## src/rtl/mipi_pkg.sv

```systemverilog
`default_nettype none
// ============================================================================
// Module      : mipi_pkg
// Description : Shared definitions for the two-lane MIPI D-PHY HS transmit
//               sequencer: sequencer states, per-lane byte-register commands,
//               the HS sync byte, LP line level encodings and the timer-load
//               helper.
// Revision    : 1.0 - initial release
// ============================================================================
package mipi_pkg;

    // Sequencer states
    typedef enum logic [2:0] {
        ST_IDLE  = 3'd0,   // LP-11
        ST_RQST  = 3'd1,   // LP-01
        ST_PREP  = 3'd2,   // LP-00
        ST_ZERO  = 3'd3,   // HS-zero
        ST_SYNC  = 3'd4,   // HS sync byte
        ST_DATA  = 3'd5,   // HS payload
        ST_TRAIL = 3'd6,   // HS trail
        ST_EXIT  = 3'd7    // LP-11, minimum hold
    } state_e;

    // Command applied to a lane's serializer byte register at the next edge
    typedef enum logic [2:0] {
        CMD_HOLD  = 3'd0,
        CMD_ZERO  = 3'd1,
        CMD_SYNC  = 3'd2,
        CMD_WORD  = 3'd3,
        CMD_TRAIL = 3'd4
    } lane_cmd_e;

    localparam logic [7:0] SYNC_BYTE = 8'hB8;

    // LP line levels, packed as {LPP, LPN}
    localparam logic [1:0] LP_11 = 2'b11;
    localparam logic [1:0] LP_01 = 2'b01;
    localparam logic [1:0] LP_00 = 2'b00;

    // Down-counter load value for a duration in cycles; 0 behaves as 1
    function automatic logic [7:0] timer_load(input int unsigned cyc);
        return (cyc == 0) ? 8'd0 : 8'(cyc - 1);
    endfunction

endpackage
`default_nettype wire

```

## src/rtl/mipi_tx_lane.sv

```systemverilog
`default_nettype none
// ============================================================================
// Module      : mipi_tx_lane
// Description : Per-lane serializer byte register. Holds the byte presented
//               to the serializer and bit 7 of the lane's last payload byte,
//               from which the trail byte {8{~b7}} is formed.
// Ports       : clk_i   - HS byte clock
//               rst_n_i - asynchronous active-low reset
//               cmd_i   - register command for the next edge
//               byte_i  - payload byte for CMD_WORD
//               byte_o  - serializer byte (registered)
// Revision    : 1.0 - initial release
// ============================================================================
module mipi_tx_lane
    import mipi_pkg::*;
(
    input  logic       clk_i,
    input  logic       rst_n_i,
    input  lane_cmd_e  cmd_i,
    input  logic [7:0] byte_i,
    output logic [7:0] byte_o
);

    logic [7:0] byte_q, byte_d;
    logic       b7_q, b7_d;

    always_ff @(posedge clk_i or negedge rst_n_i) begin
        if (!rst_n_i) begin
            byte_q <= 8'h00;
            b7_q   <= 1'b0;
        end else begin
            byte_q <= byte_d;
            b7_q   <= b7_d;
        end
    end

    // b7 is cleared outside a burst so a lane that never carried a valid
    // byte trails with 0xFF.
    always_comb begin
        byte_d = byte_q;
        b7_d   = b7_q;
        case (cmd_i)
            CMD_ZERO: begin
                byte_d = 8'h00;
                b7_d   = 1'b0;
            end
            CMD_SYNC:  byte_d = SYNC_BYTE;
            CMD_WORD: begin
                byte_d = byte_i;
                b7_d   = byte_i[7];
            end
            CMD_TRAIL: byte_d = {8{~b7_q}};
            default:   byte_d = byte_q;
        endcase
    end

    assign byte_o = byte_q;

endmodule
`default_nettype wire

```

## src/rtl/mipi_tx_2lane_seq.sv

```systemverilog
`default_nettype none
// ============================================================================
// Module      : mipi_tx_2lane_seq
// Description : Two-lane MIPI D-PHY HS transmit sequencer. Drives the LP
//               entry sequence (LP-11, LP-01, LP-00), HS-zero, sync byte,
//               payload, per-lane trail and LP-11 exit.
//               Each state loads its byte into the lane registers, so the
//               serializer byte trails the state by one cycle: the sync byte
//               is visible in the first DATA cycle and an accepted word in
//               the cycle after acceptance.
// Ports       : CLKHSBYTE  - HS byte clock        RSTN       - async reset, low
//               PU         - power-up, low aborts TXREQHS    - burst request
//               TXDATA     - {lane1, lane0} bytes  TXLANE1VLD - lane-1 valid
//               TXREADYHS  - word accepted when high with TXREQHS
//               DxTXLPP/N  - LP levels   DxTXLPEN - LP enable
//               DxTXHSEN   - HS enable   DxHSTXDATA - serializer bytes
// Options     : MIPI_TX_CLKLANE_EN adds clock-lane outputs CLKTXLPP,
//               CLKTXLPN, CLKTXLPEN and CLKTXHSEN.
// Revision    : 1.0 - initial release
// ============================================================================
module mipi_tx_2lane_seq
    import mipi_pkg::*;
#(
    parameter int unsigned TLPX_CYC     = 4,
    parameter int unsigned THSPREP_CYC  = 2,
    parameter int unsigned THSZERO_CYC  = 6,
    parameter int unsigned THSTRAIL_CYC = 3,
    parameter int unsigned THSEXIT_CYC  = 4
) (
    input  logic        CLKHSBYTE,
    input  logic        RSTN,
    input  logic        PU,
    input  logic        TXREQHS,
    input  logic [15:0] TXDATA,
    input  logic        TXLANE1VLD,
    output logic        TXREADYHS,
    output logic        D0TXLPP,
    output logic        D0TXLPN,
    output logic        D1TXLPP,
    output logic        D1TXLPN,
    output logic        D0TXLPEN,
    output logic        D1TXLPEN,
    output logic        D0TXHSEN,
    output logic        D1TXHSEN,
`ifdef MIPI_TX_CLKLANE_EN
    output logic        CLKTXLPP,
    output logic        CLKTXLPN,
    output logic        CLKTXLPEN,
    output logic        CLKTXHSEN,
`endif
    output logic [7:0]  D0HSTXDATA,
    output logic [7:0]  D1HSTXDATA
);

    state_e     state_q, state_d;
    logic [7:0] timer_q, timer_d;
    lane_cmd_e  lane0_cmd, lane1_cmd;
    logic       lp_en, hs_en;
    logic [1:0] lp_lvl;
    logic [7:0] lane0_byte, lane1_byte;

    always_ff @(posedge CLKHSBYTE or negedge RSTN) begin
        if (!RSTN) begin
            state_q <= ST_IDLE;
            timer_q <= 8'd0;
        end else begin
            state_q <= state_d;
            timer_q <= timer_d;
        end
    end

    always_comb begin
        state_d   = state_q;
        timer_d   = (timer_q == 8'd0) ? 8'd0 : timer_q - 8'd1;
        lane0_cmd = CMD_ZERO;
        lane1_cmd = CMD_ZERO;
        lp_en     = 1'b1;
        lp_lvl    = LP_11;
        hs_en     = 1'b0;
        TXREADYHS = 1'b0;
        case (state_q)
            ST_IDLE: begin
                if (TXREQHS) begin
                    state_d = ST_RQST;
                    timer_d = timer_load(TLPX_CYC);
                end
            end
            ST_RQST: begin
                lp_lvl = LP_01;
                if (timer_q == 8'd0) begin
                    state_d = ST_PREP;
                    timer_d = timer_load(THSPREP_CYC);
                end
            end
            ST_PREP: begin
                lp_lvl = LP_00;
                if (timer_q == 8'd0) begin
                    state_d = ST_ZERO;
                    timer_d = timer_load(THSZERO_CYC);
                end
            end
            ST_ZERO: begin
                lp_en  = 1'b0;
                lp_lvl = LP_00;
                hs_en  = 1'b1;
                if (timer_q == 8'd0) begin
                    state_d = ST_SYNC;
                end
            end
            ST_SYNC: begin
                lp_en     = 1'b0;
                lp_lvl    = LP_00;
                hs_en     = 1'b1;
                lane0_cmd = CMD_SYNC;
                lane1_cmd = CMD_SYNC;
                state_d   = ST_DATA;
            end
            ST_DATA: begin
                lp_en  = 1'b0;
                lp_lvl = LP_00;
                hs_en  = 1'b1;
                if (TXREQHS) begin
                    TXREADYHS = PU;
                    lane0_cmd = CMD_WORD;
                    // An invalid lane-1 byte marks the last word: lane 1
                    // moves to its trail byte one cycle ahead of lane 0.
                    lane1_cmd = TXLANE1VLD ? CMD_WORD : CMD_TRAIL;
                end else begin
                    lane0_cmd = CMD_TRAIL;
                    lane1_cmd = CMD_TRAIL;
                    state_d   = ST_TRAIL;
                    timer_d   = timer_load(THSTRAIL_CYC);
                end
            end
            ST_TRAIL: begin
                lp_en     = 1'b0;
                lp_lvl    = LP_00;
                hs_en     = 1'b1;
                lane0_cmd = CMD_HOLD;
                lane1_cmd = CMD_HOLD;
                if (timer_q == 8'd0) begin
                    state_d = ST_EXIT;
                    timer_d = timer_load(THSEXIT_CYC);
                end
            end
            ST_EXIT: begin
                if (timer_q == 8'd0) begin
                    state_d = ST_IDLE;
                end
            end
            default: state_d = ST_IDLE;
        endcase
        // Power-down abort takes priority: no trail is sent.
        if (!PU) begin
            state_d = ST_IDLE;
            timer_d = 8'd0;
        end
    end

    mipi_tx_lane u_lane0 (
        .clk_i   (CLKHSBYTE),
        .rst_n_i (RSTN),
        .cmd_i   (lane0_cmd),
        .byte_i  (TXDATA[7:0]),
        .byte_o  (lane0_byte)
    );

    mipi_tx_lane u_lane1 (
        .clk_i   (CLKHSBYTE),
        .rst_n_i (RSTN),
        .cmd_i   (lane1_cmd),
        .byte_i  (TXDATA[15:8]),
        .byte_o  (lane1_byte)
    );

    assign D0TXLPP    = lp_lvl[1];
    assign D0TXLPN    = lp_lvl[0];
    assign D1TXLPP    = lp_lvl[1];
    assign D1TXLPN    = lp_lvl[0];
    assign D0TXLPEN   = lp_en;
    assign D1TXLPEN   = lp_en;
    assign D0TXHSEN   = hs_en;
    assign D1TXHSEN   = hs_en;
    assign D0HSTXDATA = hs_en ? lane0_byte : 8'h00;
    assign D1HSTXDATA = hs_en ? lane1_byte : 8'h00;

`ifdef MIPI_TX_CLKLANE_EN
    // Clock lane follows the data-lane LP levels and enters HS one state
    // early so it is running before the data lanes leave LP-00.
    assign CLKTXLPP  = lp_lvl[1];
    assign CLKTXLPN  = lp_lvl[0];
    assign CLKTXLPEN = lp_en;
    assign CLKTXHSEN = hs_en | (state_q == ST_PREP);
`endif

endmodule
`default_nettype wire
```

## config.mk

```make
export PLATFORM = sky130hd
export DESIGN_NAME = mipi_tx_2lane_seq
export DESIGN_NICKNAME = d
export VERILOG_FILES = /design/src/rtl/mipi_pkg.sv /design/src/rtl/mipi_tx_lane.sv /design/src/rtl/mipi_tx_2lane_seq.sv
export SDC_FILE = /design/constraint.sdc
export NUM_CORES = 1
export LEC_CHECK = 0
export BUFFER_PORTS_ARGS = -buffer_cell sky130_fd_sc_hd__buf_2
export CAP_MARGIN = 15
export CELL_PAD_IN_SITES_DETAIL_PLACEMENT = 1
export CELL_PAD_IN_SITES_GLOBAL_PLACEMENT = 1
export CORE_UTILIZATION = 41
export DETAILED_ROUTE_END_ITERATION = 16
export PLACE_DENSITY = 0.79
export SYNTH_ARGS = -nofsm -noshare
export SYNTH_HDL_FRONTEND = slang
export SYNTH_SLANG_ARGS = --single-unit
```

## constraint.sdc

```tcl
create_clock -name CLKHSBYTE -period 4.25 [get_ports CLKHSBYTE]
set_input_delay 0.2125 -clock CLKHSBYTE [delete_from_list [all_inputs] [get_ports CLKHSBYTE]]
set_output_delay 0.2125 -clock CLKHSBYTE [all_outputs]
set_load 0.02 [all_outputs]
```

Yosys cells after proc, flatten, opt, wreduce, memory -nomap -nowiden
Cells that the tools add are included.

Bits of input ports: 21. Bits in latches: 0. Memories kept: 0. Bits in writable memories: 0. ROM bits: 0. Word-level logic and storage cells: 73. Register bits after elaboration: 29. Output and inout port bits: 25.

Multipliers: 0. $add $sub $neg: 1. Shift-type cells: 0. Mux-type cells: 33. Order comparisons: 0. Reductions and logical operators: 9. Divide/modulo/power cells: 0. Eq/ne operators: 22. Bitwise gates (word level): 2.

Operators by type and width (count): 8-bit two-way mux (9); 8-bit one-hot mux with 4 select lines (2); 8-bit one-hot mux with 5 select lines (1); 3-bit two-way mux (11); 3-bit one-hot mux with 8 select lines (1); 3-bit != test (second input constant) (7); 3-bit by 2-bit == test with 1-bit output (second input constant) (6); 3-bit == test (second input constant) (6); 3-bit one-hot mux with 3 select lines (2); 3-bit by 1-bit == test with 1-bit output (second input constant) (3); 8-bit logical NOT (1); 4-bit nonzero test (2); 8-bit by 1-bit subtractor with 8-bit output (second input constant) (1); 7-bit AND reduction (1); 5-bit OR reduction (1); 1-bit two-way mux (4); 1-bit one-hot mux with 2 select lines (2); 2-bit one-hot mux with 2 select lines (1); 2-bit nonzero test (2); 4-bit OR reduction (1); 3-bit logical NOT (1); 1-bit inverter (2).

Longest topological paths before layout
Gate-level depths: netlist (run 1).

Word-level depth: 5. Mapped depth: 7.

Cells and area by module
A second synthesis (run 1) with hierarchy kept.

Cell total of the unflattened synthesis: 238. Area, all modules: 2048.2 sq um.

Modules (own cells, without submodules): mipi_tx_lane (cells an instance 62, area an instance 563.0 sq um, sequential area each 225.2 sq um, instances 2); mipi_tx_2lane_seq (cells an instance 114, area an instance 922.1 sq um, sequential area each 275.3 sq um, instances 1).

Worst setup path after synthesis (run 1)
OpenSTA, ideal clock, no wires.

Kind: register -> output. Start: register state_q[2]. End: output port D1TXLPP. Buffers on the path: 2. Arrival time: 1602 ps. Setup slack: 2435 ps. Stages on the path, launching flop included: 6. Cell sequence: dfrtp_1 buf_2 nor2_1 inv_1 o21ai_0 buf_4.

Longest elaborated chain between the ends: 3.

RTL lines: start, declared (line mipi_tx_2lane_seq.sv:55) `state_e state_q, state_d;`; start signal, assigned (line mipi_tx_2lane_seq.sv:67) `state_q <= state_d;`; 3-bit == test or 3-bit by 2-bit == test with 1-bit output (tied branches) (line mipi_tx_2lane_seq.sv:81) `case (state_q)`; 5-bit OR reduction (no source line); 2-bit one-hot mux with 2 select lines * (line mipi_tx_2lane_seq.sv:81); end, declared (line mipi_tx_2lane_seq.sv:39) `output logic D1TXLPP,`.

Every way passes the cells marked *; elsewhere a longest branch is shown, timed or not.

Worst setup path in the final report (run 1)
Start: register state_q[1]. End: output port D0HSTXDATA[7].

Longest elaborated chain between the ends: 4.

RTL lines: 3-bit == test or 3-bit by 2-bit == test with 1-bit output (tied branches) (line mipi_tx_2lane_seq.sv:81); 4-bit OR reduction (no source line) *; 1-bit two-way mux * (line mipi_tx_2lane_seq.sv:81); 8-bit two-way mux * (line mipi_tx_2lane_seq.sv:184) `assign D0HSTXDATA = hs_en ? lane0_byte : 8'h00;`; end, declared (line mipi_tx_2lane_seq.sv:51) `output logic [7:0] D0HSTXDATA,`.

Marks and branches as above.

==> results of run 1 <==
## power by group
| group | internal, W | switching (W) | total [W] |
|---|---|---|---|
| combinational | 0.000219 | 0.000300 | 0.000519 |
| clock | 0.000191 | 0.000110 | 0.000301 |
| sequential | 0.000321 | 0.0000849 | 0.000406 |
## per-layer routing
layer	vias up	track usage, %	part of all wire [%]
met4	0	7.065	1.0
met1	749	29.24	46
li1	720	-	-
met2	37	34.44	50
met5	-	0	0
met3	5	4.310	3.3
## worst paths after layout
check | cells after the start | end | startpoint
min | 3 | u_lane0.byte_o[1]$_DFFE_PN0P_ | TXDATA[1]
min in group asynchronous | 2 | timer_q[5]$_DFF_PN0_ | RSTN
max | 5 | D0HSTXDATA[7] | state_q[1]$_DFFE_PN0P_
max in group asynchronous | 2 | u_lane1.byte_o[4]$_DFFE_PN0P_ | RSTN
min reg2reg | 2 | u_lane1.byte_o[7]$_DFFE_PN0P_ | u_lane1.byte_o[7]$_DFFE_PN0P_
max reg2reg | 6 | state_q[0]$_DFFE_PN0P_ | timer_q[0]$_DFF_PN0_
## what timing repair did
item / in CTS / in global routing
setup endpoints to repair: 0 / 0
endpoints found under the hold margin: 29 / 0
hold buffers: 1 / 0
## worst max-delay path, cell delays in order (launching register included)
cell and delay (ns):
dfrtp_1 0.65, nand2_1 0.18, xnor2_1 0.16, buf_4 0.20
nor2b_1 0.15, buf_2 0.18
## layout make-up
class,instances,area (µm²)
Fill cell,474,1779
Multi-Input combinational cell,136,840.8
Sequential cell,29,725.7
Timing Repair Buffer,48,250.2
Clock buffer,7,86.33
Tap cell,48,60.06
Clock inverter,1,30.03
Inverter,7,26.28
## state kept, by name (all words and copies together), names as in the netlist
register        count
u_lane0.byte_o      8
timer_q             8
u_lane1.byte_o      8
u_lane1.b7_q        1
u_lane0.b7_q        1
state_q             3
## placed cells by master, fill, tap and decap left out, types with 2 or more instances in the layout
master / netlist / routed
and2_1: 3 / 3
nor4_4: 2 / 2
buf_4: 5 / 2
o22ai_1: 2 / 2
o21ai_0: 7 / 7
nand3_1: 4 / 4
xor2_1: 3 / 3
a22oi_1: 5 / 5
xnor2_1: 4 / 4
nor2_1: 15 / 15
a21oi_1: 13 / 13
nand2b_1: 3 / 3
clkbuf_8: 0 / 6
o211ai_1: 2 / 2
ha_1: 2 / 2
o21ai_1: 8 / 8
dfrtp_1: 29 / 29
buf_2: 5 / 45
nor2_2: 2 / 2
nor2b_1: 17 / 17
o31ai_1: 3 / 3
a221o_1: 4 / 4
inv_1: 6 / 6
nand2_1: 23 / 23
## synth_stat cells (all sizes together)
cell and count:
dfrtp 29, nand2 23, nor2 17, nor2b 17, o21ai 15, a21oi 13
buf 12, inv 7, a22oi 5, a221o 4, nand2b 4, nand3 4
xnor2 4, and2 3, o31ai 3, xor2 3, ha 2, nor4 2
o211ai 2, o22ai 2, a21o 1, a311oi 1, a32oi 1, a41oi 1
clkbuf 1, mux2i 1, nand3b 1, nand4 1, nand4b 1, nor3 1
nor3b 1, o2bb2ai 1, or3 1, or4 1
## per-stage QoR
stage | utilization, % | hold slack [ns]
after floorplan | - | -0.08309
after CTS | 52.96 | 0.1547
after global routing | 53.16 | 0.1585
final | 53.16 | 0.1537
after detailed placement | 49.64 | 0.2927
after global placement | 49.64 | 0.2714
## kinds of logic after synthesis
logic type,Yosys count,synth area share (%)
multiplexers,1,0.5979
XOR/XNOR,7,3.662
adder cells (fa/ha/maj),2,1.495
AND/OR/NAND/NOR,77,25.56
buffers and inverters,20,6.427
AO/OA/AOI/OAI,49,18.91
flip-flops,29,43.35
==> flow_summary.ini, run 1 <==
[worst_setup_path]
cp_max_fo = 19
startpoint_type = flip-flop
cp.arrival_ns = 1.80
r2r_slack_ns = 2.29
cp.required_ns = 4.04
path_class = reg -> out
end_kind = output pin

[power_and_ir_drop]
p_leak_nw = 0.9739
power_density_nw_per_um2 = 607.4
ir_worst_vdd_v = 0.0002581
power.total_w = 0.001227

[global_routing]
grt_first_pass_wirelength_um = 7107
grt_pass1_vias = 1465
grt_max_degree = 30
grt_antenna_before_repair = 0
gr-total-overflow = 0
grt_usage_pct = 21.66

[job]
cap_viol_max_count = 0

[floorplan]
die_h_um = 65.90
rows = 22
die-area_um2 = 4343
initial_core_util_pct = 44.07
core_area_um2 = 3799
fp.dieW_um = 65.90
io_pins = 46

[detailed_routing]
ant_nets = 0
totalWireLength_um = 4286
vias = 1511
viasPerCell = 5.475
drc = 0
drt_first_pass_iters = 4
post_drt_wl_per_cell_um = 15.53
dr.first_iter.drc_count = 30

[cts]
cts_buffers = 5
cts_tree = done
cts.path.max_buffers = 2
clk_pin_slew_ns = 0.07
numClockSinks = 29
clock_latency_ns = 0.28
post_cts_resized = 0
post_cts_buffers = 0
cts_root_buffer = clkbuf_8
htree_levels = 2

[logic_synthesis]
ys_seq_area_share_pct = 43.35
syn_area_per_cell_um2 = 9.049
yosysTopAreaCellShare_pct = 43.35
synth.area.top_cells = dfrtp_1, nor2b_1, nand2_1, a21oi_1, nor2_1
yosys_warnings = 0
ys_seq_elements = 29
synth_cells = 185
synth_top_area_cell = dfrtp_1
syn_nets = 208
synthDistinctLibCells = 41
netlist_area_um2 = 1674

[final_layout]
design_area_um2 = 2019
final_cells = 276
antenna_cells = 0
areaGrowthSynthToFinish_pct = 20.63
drive_gt1_share_pct = 27.19
layout.nets = 250

[placement]
io_buffers = 45
placed_area_um2 = 1886
hpwl_um = 3051
gp_congestion = 0.8614
post-place-ws_ns = 2.194
placedCellCount = 266

[sta]
fin_skew_ns = 0.007895
drv_slew = 0
worstMarginPinSlew_ns = 0.6716
rsz0062_at_grt = false
layout_min_cycle_time_ns = 2.014
max_freq_mhz = 496.5
maxSlewHeadroom_pct = 55.23
final-setup-viol-count = 0
hold_viol_final = 0
setup_slack_ns = 2.236
setup_total_negative_slack_ns = 0
min_period_over_period_pct = 47.39

[min_path]
hold_path.class = in -> reg

[run_status]
status = complete, no violations
Power figures use the tool's default switching activity.
==> run 2: changes to the inputs <==
CORE_UTILIZATION = 35   (was 41)
PLACE_DENSITY = 0.72   (was 0.79)
clock period = 1.6 ns   (was 4.25 ns; I/O delays follow)
==> run 2 against run 1 <==
  * Sequential share of layout area is 2.4 points lower
  * Non-clock buffer count is 20 higher
  * Count of clock-buffer cells in the layout grew 1
  * Setup slack worse by 2.2 ns
  * Clock skew grew 0.00067 ns
  * Clock power increased by 94%
  * Register-to-register slack got worse by 2.2 ns
  * Sequential power rose to 2.5 times the previous value
  * Global-route usage fell by 2.3 points
  * Combinational power grew to 3.4 times the previous value
==> flow_summary.ini, run 2 (same netlist as run 1, synthesis figures left out) <==
[final_layout]
multiInputGateArea_um2 = 870.8
drive_gt1_share_pct = 37.10
antenna_cells = 0
layout_common_cells = buf_2, dfrtp_1, buf_4, nand2_1, nor2b_1
fillerInstances = 540
regArea_um2 = 729.5
layout.nets = 270
areaGrowthSynthToFinish_pct = 30.04
final_common_cell = buf_2

[global_routing]
grt_first_pass_wirelength_um = 7652
grt_antenna_before_repair = 0
grtUsageMet2_pct = 30.48
grt_util_met1_pct = 27.06
grt_max_degree = 30
groute.layer.met3.usage_pct = 4.274
gr-total-overflow = 0
grt_pass1_vias = 1590
grt_busiest_layer = met2
grt_usage_pct = 19.33

[worst_setup_path]
cp_max_fo = 6
cp.arrival_ns = 1.70
cp.required_ns = 1.76
crit_family = flip-flops
slowest_delay_ns = 0.40
startpoint_type = flip-flop
crit_buf_inv = 2
end_kind = flip-flop
path_class = reg -> reg
crit_chain = inv_2, ha_1, nor3b_2, buf_4, and2_4, o211ai_1, a21oi_1
cp_slowest_cell = dfrtp_1

[sta]
setup_total_negative_slack_ns = 0
hold_viol_final = 0
min_period_over_period_pct = 96.35
fin_skew_ns = 0.008564
maxSlewHeadroom_pct = 55.05
max_freq_mhz = 648.7
fin_hold_ws_ns = 0.03615
layout_min_cycle_time_ns = 1.542
rsz0062_at_grt = true
worstMarginPinSlew_ns = 0.6743
drv_slew = 0
final-setup-viol-count = 0

[power_and_ir_drop]
p_leak_nw = 1.062
ir_worst_vdd_v = 0.0008144
power_density_nw_per_um2 = 1564

[placement]
hpwl_um = 3335
io_buffers = 45
gp_congestion = 0.8897

[cts]
numClockSinks = 29
htree_levels = 2
cts_tree = done
cts.path.max_buffers = 2
cts_root_buffer = clkbuf_8
clock_latency_ns = 0.28
clk_pin_slew_ns = 0.07
cts_buffers = 5

[floorplan]
initial_core_util_pct = 37.42
fp.dieW_um = 71.16
core_area_um2 = 4474
die_h_um = 71.16
io_pins = 46
die-area_um2 = 5064
rows = 24

[detailed_routing]
totalWireLength_um = 4590
drc = 0
vias = 1571
drt_first_pass_iters = 6
viasPerCell = 5.237
dr.first_iter.drc_count = 46
post_drt_wl_per_cell_um = 15.30
ant_nets = 0

[min_path]
hold_path.class = in -> reg

[job]
cap_viol_max_count = 0

[run_status]
status = complete, no violations
[run 2: cell count changes in the layout (fill, tap and decap cells not counted), sizes merged]
cell    change
buf        +20
clkbuf      +1
bufinv      -1
[run 2: worst paths after layout]
kind / from / end / slack (ns) / cells after the start
worst min register to register: u_lane0.byte_o[4]$_DFFE_PN0P_ / u_lane0.byte_o[4]$_DFFE_PN0P_ / 0.48 / 2
max in group asynchronous: RSTN / state_q[1]$_DFFE_PN0P_ / 0.75 / 2
worst max-delay path: timer_q[0]$_DFF_PN0_ / state_q[1]$_DFFE_PN0P_ / 0.06 / 7
worst max register to register: timer_q[0]$_DFF_PN0_ / state_q[1]$_DFFE_PN0P_ / 0.06 / 7
min in group asynchronous: RSTN / timer_q[5]$_DFF_PN0_ / 0.36 / 2
worst min-delay path: TXDATA[9] / u_lane1.byte_o[1]$_DFFE_PN0P_ / 0.04 / 2
[run 2: through the flow]
stage               std cells  instance area [µm²]  setup slack (ns)  util [%]  total power, W
detailed placement        288                 2026          -0.02685     45.27        0.002677
floorplan                 185                 1674           0.01060         -        0.002244
finish                    300                 2177           0.05835     48.66        0.003404
global placement          288                 2026           0.06303     45.27        0.002647
CTS                       299                 2141          0.004668     47.85        0.003341
global route              300                 2177          -0.02554     48.66        0.003652
[run 2: report_power, final]
| part | internal, W | switching [W] |
|---|---|---|
| clock | 0.000309 | 0.000276 |
| combinational | 0.000835 | 0.000957 |
| sequential | 0.000860 | 0.000168 |
[run 2: routing by layer]
layer  wire length (µm)  share of wire (%)  vias to the layer above
met5                  0                  0                        -
met3                166                3.6                        4
li1                   -                  -                      758
met2               2150                 47                       33
met4                 26               0.57                        0
met1               2247                 49                      776
[run 2: final cells by class]
| type | instances | area share, % |
|---|---|---|
| Inverter | 7 | 1.207 |
| Sequential cell | 29 | 33.51 |
| Clock buffer | 8 | 3.678 |
| Tap cell | 52 | 2.989 |
| Timing Repair Buffer | 68 | 18.62 |
| Multi-Input combinational cell | 136 | 40.00 |
[run 2: what timing repair did]
item	in CTS	in global routing
hold buffers	1	0
buffers inserted	2	1
gates resized for setup	5	10
cloned	0	0
pin swaps	0	2
setup endpoints to repair	26	30
hold endpoints to repair	29	0
